<file path="config.mk">
export PLATFORM = sky130hd
export DESIGN_NAME = qif_neuron_scheduler
export DESIGN_NICKNAME = d
export VERILOG_FILES = /design/src/rtl/qif_neuron_scheduler.sv
export SDC_FILE = /design/constraint.sdc
export NUM_CORES = 1
export LEC_CHECK = 0
export CAP_MARGIN = 20
export CORE_MARGIN = 3
export CORE_UTILIZATION = 49
export CTS_BUF_LIST = sky130_fd_sc_hd__clkbuf_8
export CTS_CLUSTER_DIAMETER = 120
export DETAILED_ROUTE_END_ITERATION = 16
export HOLD_SLACK_MARGIN = 0.06
export MAX_ROUTING_LAYER = met4
export PLACE_DENSITY = 0.71
export SLEW_MARGIN = 20
export SYNTH_ARGS = -nofsm -noshare
export SYNTH_HDL_FRONTEND = slang
export SYNTH_SLANG_ARGS = --single-unit
</file>
<file path="constraint.sdc">
create_clock -name clk -period 8.05 [get_ports clk]
set_clock_uncertainty 0.05 [all_clocks]
set_input_delay 1.2075 -clock clk [delete_from_list [all_inputs] [get_ports clk]]
set_output_delay 1.2075 -clock clk [all_outputs]
set_load 0.05 [all_outputs]
</file>
<file path="src/rtl/qif_neuron_scheduler.sv">
// Time-multiplexed QIF neuron scheduler: one 8-bit membrane datapath shared by N_NEURONS neurons.
// Per neuron FETCH/CALC/COMMIT (3 cycles); firing neurons stall in SPIKE until the event is accepted.
module qif_neuron_scheduler #(
    parameter int                 N_NEURONS = 8,
    parameter int                 AW        = $clog2(N_NEURONS),
    parameter logic signed [7:0]  V_RESET   = -8'sd20,
    parameter logic signed [7:0]  V_TH      = 8'sd50
) (
    input  logic                 clk,
    input  logic                 rst_n,
    input  logic                 step_start,
    output logic                 busy,
    output logic                 step_done,
    input  logic                 syn_we,
    input  logic [AW-1:0]        syn_addr,
    input  logic signed [7:0]    syn_data,
    output logic                 spike_valid,
    output logic [AW-1:0]        spike_id,
    input  logic                 spike_ready,
    input  logic [AW-1:0]        v_rd_addr,
    output logic signed [7:0]    v_rd_data
);
    typedef enum logic [2:0] {S_IDLE, S_FETCH, S_CALC, S_COMMIT, S_SPIKE, S_DONE} state_t;

    state_t              r_state, w_state_nxt;
    logic [AW-1:0]       r_k, w_k_nxt;
    logic                w_enter_fetch;
    logic                w_last;
    logic signed [7:0]   r_v [N_NEURONS];
    logic signed [7:0]   r_i [N_NEURONS];
    logic signed [7:0]   r_v_op, r_i_op, r_vn, r_v_rd;
    logic                r_fire, r_spike_vld, r_step_done;
    logic [AW-1:0]       r_spike_id;

    logic signed [7:0]   w_q, w_i4, w_sat;
    logic signed [9:0]   w_v10, w_q10, w_i10, w_sq, w_sum;
    logic                w_fire;

    assign w_last      = (r_k == AW'(N_NEURONS - 1));
    assign busy        = (r_state != S_IDLE);
    assign step_done   = r_step_done;
    assign spike_valid = r_spike_vld;
    assign spike_id    = r_spike_id;
    assign v_rd_data   = r_v_rd;

    // Operands are captured on the edge that enters FETCH, so a syn write landing on
    // that same edge is only seen by the next timestep.
    always_comb begin
        w_state_nxt   = r_state;
        w_k_nxt       = r_k;
        w_enter_fetch = 1'b0;
        case (r_state)
            S_IDLE: if (step_start) begin
                w_state_nxt   = S_FETCH;
                w_k_nxt       = '0;
                w_enter_fetch = 1'b1;
            end
            S_FETCH:  w_state_nxt = S_CALC;
            S_CALC:   w_state_nxt = S_COMMIT;
            S_COMMIT, S_SPIKE: begin
                if ((r_state == S_COMMIT && !r_fire) || (r_state == S_SPIKE && spike_ready)) begin
                    if (w_last) begin
                        w_state_nxt = S_DONE;
                    end else begin
                        w_state_nxt   = S_FETCH;
                        w_k_nxt       = r_k + AW'(1);
                        w_enter_fetch = 1'b1;
                    end
                end else if (r_state == S_COMMIT) begin
                    w_state_nxt = S_SPIKE;
                end
            end
            S_DONE: begin
                w_state_nxt = S_IDLE;
                w_k_nxt     = '0;
            end
            default: w_state_nxt = S_IDLE;
        endcase
    end

    always_ff @(posedge clk or negedge rst_n) begin
        if (!rst_n) begin
            r_state <= S_IDLE;
            r_k     <= '0;
        end else begin
            r_state <= w_state_nxt;
            r_k     <= w_k_nxt;
        end
    end

    // Signed divides truncate toward zero; the 10-bit sum cannot overflow before clamping.
    assign w_q    = r_v_op / 8'sd8;
    assign w_i4   = r_i_op / 8'sd4;
    assign w_v10  = r_v_op;
    assign w_q10  = w_q;
    assign w_i10  = w_i4;
    assign w_sq   = w_q10 * w_q10;
    assign w_sum  = w_v10 + w_sq + w_i10;
    assign w_fire = (r_v_op >= V_TH);

    always_comb begin
        w_sat = w_sum[7:0];
        if (w_sum > 10'sd127)
            w_sat = 8'sd127;
        else if (w_sum < -10'sd128)
            w_sat = -8'sd128;
    end

    always_ff @(posedge clk or negedge rst_n) begin
        if (!rst_n) begin
            for (int n = 0; n < N_NEURONS; n++) begin
                r_v[n] <= V_RESET;
                r_i[n] <= '0;
            end
            r_v_op      <= '0;
            r_i_op      <= '0;
            r_vn        <= '0;
            r_fire      <= 1'b0;
            r_spike_vld <= 1'b0;
            r_spike_id  <= '0;
            r_step_done <= 1'b0;
            r_v_rd      <= V_RESET;
        end else begin
            if (syn_we)
                r_i[syn_addr] <= syn_data;
            if (w_enter_fetch) begin
                r_v_op <= r_v[w_k_nxt];
                r_i_op <= r_i[w_k_nxt];
            end
            if (r_state == S_CALC) begin
                r_fire <= w_fire;
                r_vn   <= w_fire ? V_RESET : w_sat;
            end
            if (r_state == S_COMMIT) begin
                r_v[r_k] <= r_vn;
                if (r_fire) begin
                    r_spike_vld <= 1'b1;
                    r_spike_id  <= r_k;
                end
            end
            if (r_state == S_SPIKE && spike_ready)
                r_spike_vld <= 1'b0;
            r_step_done <= (r_state == S_DONE);
            r_v_rd      <= r_v[v_rd_addr];
        end
    end
endmodule

</file>
==> flow_metrics.py, run 1 <==
metrics = {
    "floorplanning": {
        "core_area_um2": 20600,
        "initial_core_util_pct": 50.8,
        "dieArea_um2": 23100,
        "num_io_pins": 33,
        "die_w_um": 152,
        "rows": 52,
        "die_h_um": 152,
    },
    "placed_design": {
        "io_buffers": 32,
        "place_hpwl_mm": 15.4,
        "gp_congestion": 0.868,
    },
    "clock_network": {
        "tritoncts": "built",
        "cts_max_level": 4,
        "clock-sinks": 172,
        "clkTransAtPathRegs_ns": 0.09,
        "cts_buffers": 17,
        "clk_path_buf_depth": 2,
        "ctsResizeCount": 0,
        "insertion_delay_ns": 0.48,
        "cts_hold_buf": 0,
        "cts_setup_buffers": 0,
        "cts_root_buffer": "clkbuf_8",
    },
    "finish": {
        "antenna_cells": 0,
        "final_nets": 962,
        "final_cell_mix": "mux2_2 (149), dfrtp_1 (127), inv_1 (87)",
        "final_common_cell": "mux2_2",
        "nFillCells": 1758,
        "synthToLayoutAreaGrowth_pct": 8.19,
        "drive_gt1_share_pct": 31.7,
    },
    "route": {
        "num_vias": 6732,
        "avgViaCountPerCell": 5.83,
        "first_pass_iters": 5,
        "wl_per_cell_um": 19.7,
        "dr.first_iter.drc_count": 561,
        "ant_nets": 0,
        "finalWirelength_mm": 22.7,
        "drc": 0,
    },
    "timing": {
        "finalSetupTns_ns": 0,
        "fmax_ghz": 0.152,
        "max_slew_margin_pct": 30.3,
        "hold_viol_final": 0,
        "setup-violations-final": 0,
        "timing.final.crit_share_pct": 81.7,
        "min_period_ns": 6.58,
        "drv_slew": 0,
        "tightest_slew_ns": 1.05,
        "grt_setup_unrepaired": "false",
    },
    "hold_path": {
        "holdPathStages": 2,
        "whs_endpoint": "spike_id[2]",
        "hold_class": "reg2reg",
        "hold_path_startpoint": "spike_id[2]",
    },
    "worst_setup_path": {
        "r2r_start": "r_v_op[7]",
        "worstRegToRegCells": 20,
        "path_class": "reg2reg",
        "crit_path_frequent_cell": "fa_1",
        "path_delay_family": "adder cells",
        "start_kind": "register",
        "crit_chain": "inv_1 -> nor2_1 -> ha_1 -> ha_1 -> xor2_1 -> and2_1 -> nand2_1 -> fa_1 -> fa_1 -> fa_1 -> fa_1 -> fa_1 -> inv_1 -> ha_1 -> nor3b_1 -> a221o_1 -> a211oi_1 -> nand2_1 -> a21oi_1 -> a21oi_1",
        "worstPathMaxFanout": 12,
        "cp_slowest_cell": "dfrtp_1",
        "cp-end-kind": "register",
        "r2r-end": "r_vn[3]",
        "startpoint": "r_v_op[7]",
        "max_stage_delay_ns": 0.57,
        "required_ns": 8.34,
        "rrSetupSlack_ns": 1.47,
        "path_buf_inv": 2,
        "crit_arrival_ns": 6.87,
    },
    "flow_run": {
        "drv_cap": 0,
    },
    "status": {
        "run_status": "completed",
    },
    "yosys": {
        "ys_seq_elements": 172,
        "netlist_area_um2": 10400,
        "syn-instance-count": 849,
        "synth_seq_area_share_pct": 41.8,
        "syn_nets": 940,
        "yosys_warnings": 0,
        "async_reset_ff_share_pct": 100,
        "synth_cell_types": 59,
        "synth-edff-count": 0,
        "avgSynthCellArea_um2": 12.3,
        "synthFlopType": "dfrtp_1",
    },
    "grt": {
        "antenna_found_initial": 0,
        "grt_pass1_wl_mm": 36.5,
        "grt.total_usage_pct": 20.3,
        "grt_max_degree": 93,
        "grt-ovfl-total": 0,
        "grt_pass1_vias": 6716,
    },
}
-- how the worst max path moves through the flow --
stage	to	slack [ns]	depth (start not counted)
floorplan	r_vn[2]	2.01	21
global placement	r_vn[5]	1.70	20
detailed placement	r_vn[5]	1.55	20
CTS	r_vn[3]	1.54	20
global route	r_vn[3]	1.08	20
finish	r_vn[3]	1.47	20
-- routing by layer --
metal	GRT usage, %	wire (um)	up-vias
met5	-	0	-
met4	5.78	315	0
met3	3.92	1070	26
met2	30.7	10700	144
met1	28.3	10600	3472
li1	-	-	3090
-- logic make-up after synthesis --
family                     Yosys count  share of synthesized area (%)
DFF                                172                           41.8
and+or+nand+nor                    131                           6.44
xor gates and xnor gates            22                           2.12
adders and majority gates           72                           11.1
AOI/OAI and AO/OA                  116                           8.88
buffers and inverters              127                           5.74
muxes                              209                           24.0
-- cell type report --
cell class              count  area [um^2]  area share (%)
repair buffers             43          404            3.58
clock buffers              18          248            2.19
multi-input cells         550         5480            48.5
clock inverters            14          138            1.22
flip-flops and latches    172         4360            38.6
inverters                  87          327            2.89
well taps                 270          338            2.99
-- cells in the mapped netlist, types with 4 or more instances --
| cell | count | area (um^2) |
|---|---|---|
| mux2i_1 | 32 | 320 |
| o2111ai_1 | 18 | 158 |
| clkbuf_1 | 20 | 75.1 |
| inv_1 | 87 | 327 |
| dfrtp_1 | 127 | 3180 |
| buf_2 | 5 | 25.0 |
| and2_1 | 9 | 56.3 |
| o21ai_0 | 17 | 85.1 |
| xor2_1 | 4 | 35.0 |
| nand2_1 | 48 | 180 |
| ha_1 | 38 | 475 |
| xnor2_1 | 16 | 140 |
| o211ai_2 | 11 | 138 |
| fa_1 | 34 | 681 |
| nand3_1 | 12 | 60.1 |
| o221ai_1 | 7 | 61.3 |
| dfstp_2 | 45 | 1180 |
| buf_6 | 6 | 67.6 |
| mux4_2 | 16 | 360 |
| mux2_1 | 10 | 113 |
| nor2_1 | 30 | 113 |
| o311ai_0 | 16 | 140 |
| mux2_2 | 149 | 1680 |
| nor3_1 | 5 | 25.0 |
| o211ai_1 | 17 | 128 |
| a21oi_1 | 13 | 65.1 |
-- sequential cells by signal, summed over array words and instances, names as in the netlist --
signal and flops:
r_i_op 8, r_v 64, step_done 1, r_k 3, r_vn 8, v_rd_data 8
r_v_op 8, spike_id 3, r_i 64, spike_valid 1, r_state 3, r_fire 1
-- metrics by stage --
stage	cells	util, %	instance area (um^2)	setup WS (ns)	hold slack (ns)
final	1154	54.9	11300	1.47	0.457
after detailed placement	1122	53.0	10900	1.55	0.427
after global placement	1122	53.0	10900	1.70	0.426
after global routing	1154	54.9	11300	1.08	0.471
after floorplan	849	-	10400	2.01	0.408
after CTS	1154	54.9	11300	1.54	0.457
-- worst reg2reg max path, delay by kind of cell (launching register included) --
| kind | cells | cell delay, ns |
|---|---|---|
| AO/OA/AOI/OAI | 4 | 0.99 |
| XOR/XNOR | 1 | 0.48 |
| adder cells (fa/ha/maj) | 8 | 3.20 |
| buffers and inverters | 2 | 0.21 |
| flip-flops | 1 | 0.57 |
| AND/OR/NAND/NOR | 5 | 0.96 |
Power of run 1 is left out: the tool's default activity adds up to more than one toggle a clock period on the data nets, which glitch-free logic cannot reach.
==> inputs of run 2 (changes only) <==
Settings changed: PLACE_DENSITY 0.71 to 0.73.
Clock period 8.05 ns to 5.7 ns, I/O delays scaled along.
==> flow_metrics.py, run 2 (same netlist as run 1, synthesis figures left out) <==
metrics = {
    "status": {
        "run_status": "completed",
    },
    "route": {
        "dr.first_iter.drc_count": 484,
        "drc": 0,
        "num_vias": 6979,
        "wl_per_cell_um": 19.8,
        "ant_nets": 0,
        "finalWirelength_mm": 23.4,
        "first_pass_iters": 5,
        "avgViaCountPerCell": 5.88,
    },
    "clock_network": {
        "clkTransAtPathRegs_ns": 0.09,
        "insertion_delay_ns": 0.47,
        "clock-sinks": 172,
        "tritoncts": "built",
        "clk_path_buf_depth": 2,
        "cts_root_buffer": "clkbuf_8",
        "cts_buffers": 17,
        "cts_max_level": 4,
    },
    "floorplanning": {
        "initial_core_util_pct": 50.8,
        "core_area_um2": 20600,
        "num_io_pins": 33,
        "die_w_um": 152,
        "die_h_um": 152,
        "dieArea_um2": 23100,
        "rows": 52,
    },
    "timing": {
        "max_slew_margin_pct": 31.1,
        "hold_viol_final": 0,
        "min_period_ns": 5.69,
        "fmax_ghz": 0.176,
        "drv_slew": 0,
        "setup-violations-final": 0,
        "timing.final.crit_share_pct": 99.9,
        "finalSetupTns_ns": 0,
        "tightest_slew_ns": 1.03,
        "grt_setup_unrepaired": "true",
    },
    "finish": {
        "largest_registers": "r_i x64, r_v x64",
        "synthToLayoutAreaGrowth_pct": 13.8,
        "final_common_cell": "mux2_2",
        "final_cell_mix": "mux2_2 (149), dfrtp_1 (127), inv_1 (77)",
        "fin_cells": 1186,
        "drive_gt1_share_pct": 40.5,
        "final_nets": 994,
        "antenna_cells": 0,
    },
    "worst_setup_path": {
        "crit_path_frequent_cell": "fa_1",
        "required_ns": 6.00,
        "worstPathMaxFanout": 4,
        "crit_arrival_ns": 5.99,
        "cp_slowest_cell": "fa_1",
        "start_kind": "register",
        "crit_chain": "nor3_2 -> nor2_2 -> ha_2 -> ha_4 -> and3_4 -> inv_2 -> fa_1 -> inv_2 -> fa_1 -> fa_1 -> fa_1 -> inv_1 -> fa_1 -> inv_2 -> ha_4 -> nor2b_4 -> a221o_1 -> a211oi_4 -> nand2_2 -> a21oi_4 -> a21oi_2",
        "cp-end-kind": "register",
        "max_stage_delay_ns": 0.56,
        "path_class": "reg2reg",
    },
    "grt": {
        "grt_max_degree": 123,
        "grt-ovfl-total": 0,
        "grt.total_usage_pct": 21.4,
        "grt_pass1_vias": 7316,
        "antenna_found_initial": 0,
        "grt_pass1_wl_mm": 38.8,
    },
    "flow_run": {
        "drv_cap": 0,
    },
    "placed_design": {
        "place_inst": 1148,
        "io_buffers": 32,
        "place_hpwl_mm": 16.1,
        "gp_congestion": 0.885,
    },
    "hold_path": {
        "hold_class": "reg2reg",
    },
}
-- run 2: cell types whose count changed in the layout (fill, tap and decap cells not counted), sizes merged --
cell / previous run / this run
buf: 12 / 42
clkinv: 3 / 5
clkinvlp: 5 / 3
bufinv: 1 / 2
xnor3: 2 / 3
-- run 2: timing repair --
action	CTS	global route
hold endpoints to repair	0	0
setup buffers	1	4
cloned	1	0
resized for setup	17	44
setup endpoints to repair	7	8
pin swaps	10	43
hold buffers	0	0
-- run 2: area by class of cell --
cell class	count	area, um^2
Fill cell	1704	8680
Multi-Input combinational cell	551	5820
Sequential cell	172	4360
Timing Repair Buffer	74	639
Tap cell	270	338
Inverter	87	329
Clock buffer	17	234
Clock inverter	15	159
-- run 2: worst paths after layout --
kind | from | endpoint | slack, ns | cells past startpoint
setup reg to reg | r_v_op[2] | r_vn[3] | 0.007 | 21
hold reg to reg | spike_id[1] | spike_id[1] | 0.45 | 2
setup / recovery | r_v_op[2] | r_vn[3] | 0.007 | 21
min in group asynchronous | rst_n | r_i[17] | 0.46 | 1
hold / removal | spike_id[1] | spike_id[1] | 0.45 | 2
max in group asynchronous | rst_n | r_v_op[6] | 3.90 | 2
-- run 2: worst max-delay path, delay by kind of cell, from the launching register on --
kind,cells,cell delay (ns)
AOI/OAI and AO/OA,4,0.99
adders and majority gates,8,3.23
buffers and inverters,4,0.18
DFF,1,0.39
and+or+nand+nor,5,0.76
-- run 2: per-stage QoR --
stage / hold slack, ns / worst slack [ns] / cell area [um^2] / utilization, %
4_1_cts: 0.454 / 0.00411 / 11700 / 56.8
5_1_grt: 0.467 / -0.150 / 11900 / 57.8
6_report: 0.451 / 0.00662 / 11900 / 57.8
3_3_place_gp: 0.428 / -0.0375 / 11200 / 54.3
2_1_floorplan: 0.408 / 0.0181 / 10500 / -
3_5_place_dp: 0.429 / -0.146 / 11200 / 54.3
-- run 2: layer usage --
metal | vias up | wire length, um | global-route usage (%)
met5 | - | 0 | -
met4 | 0 | 370 | 6.04
met3 | 34 | 988 | 3.67
met2 | 158 | 11100 | 33.2
met1 | 3629 | 11000 | 29.2
li1 | 3158 | - | -
Power of run 2 is left out for the same reason.
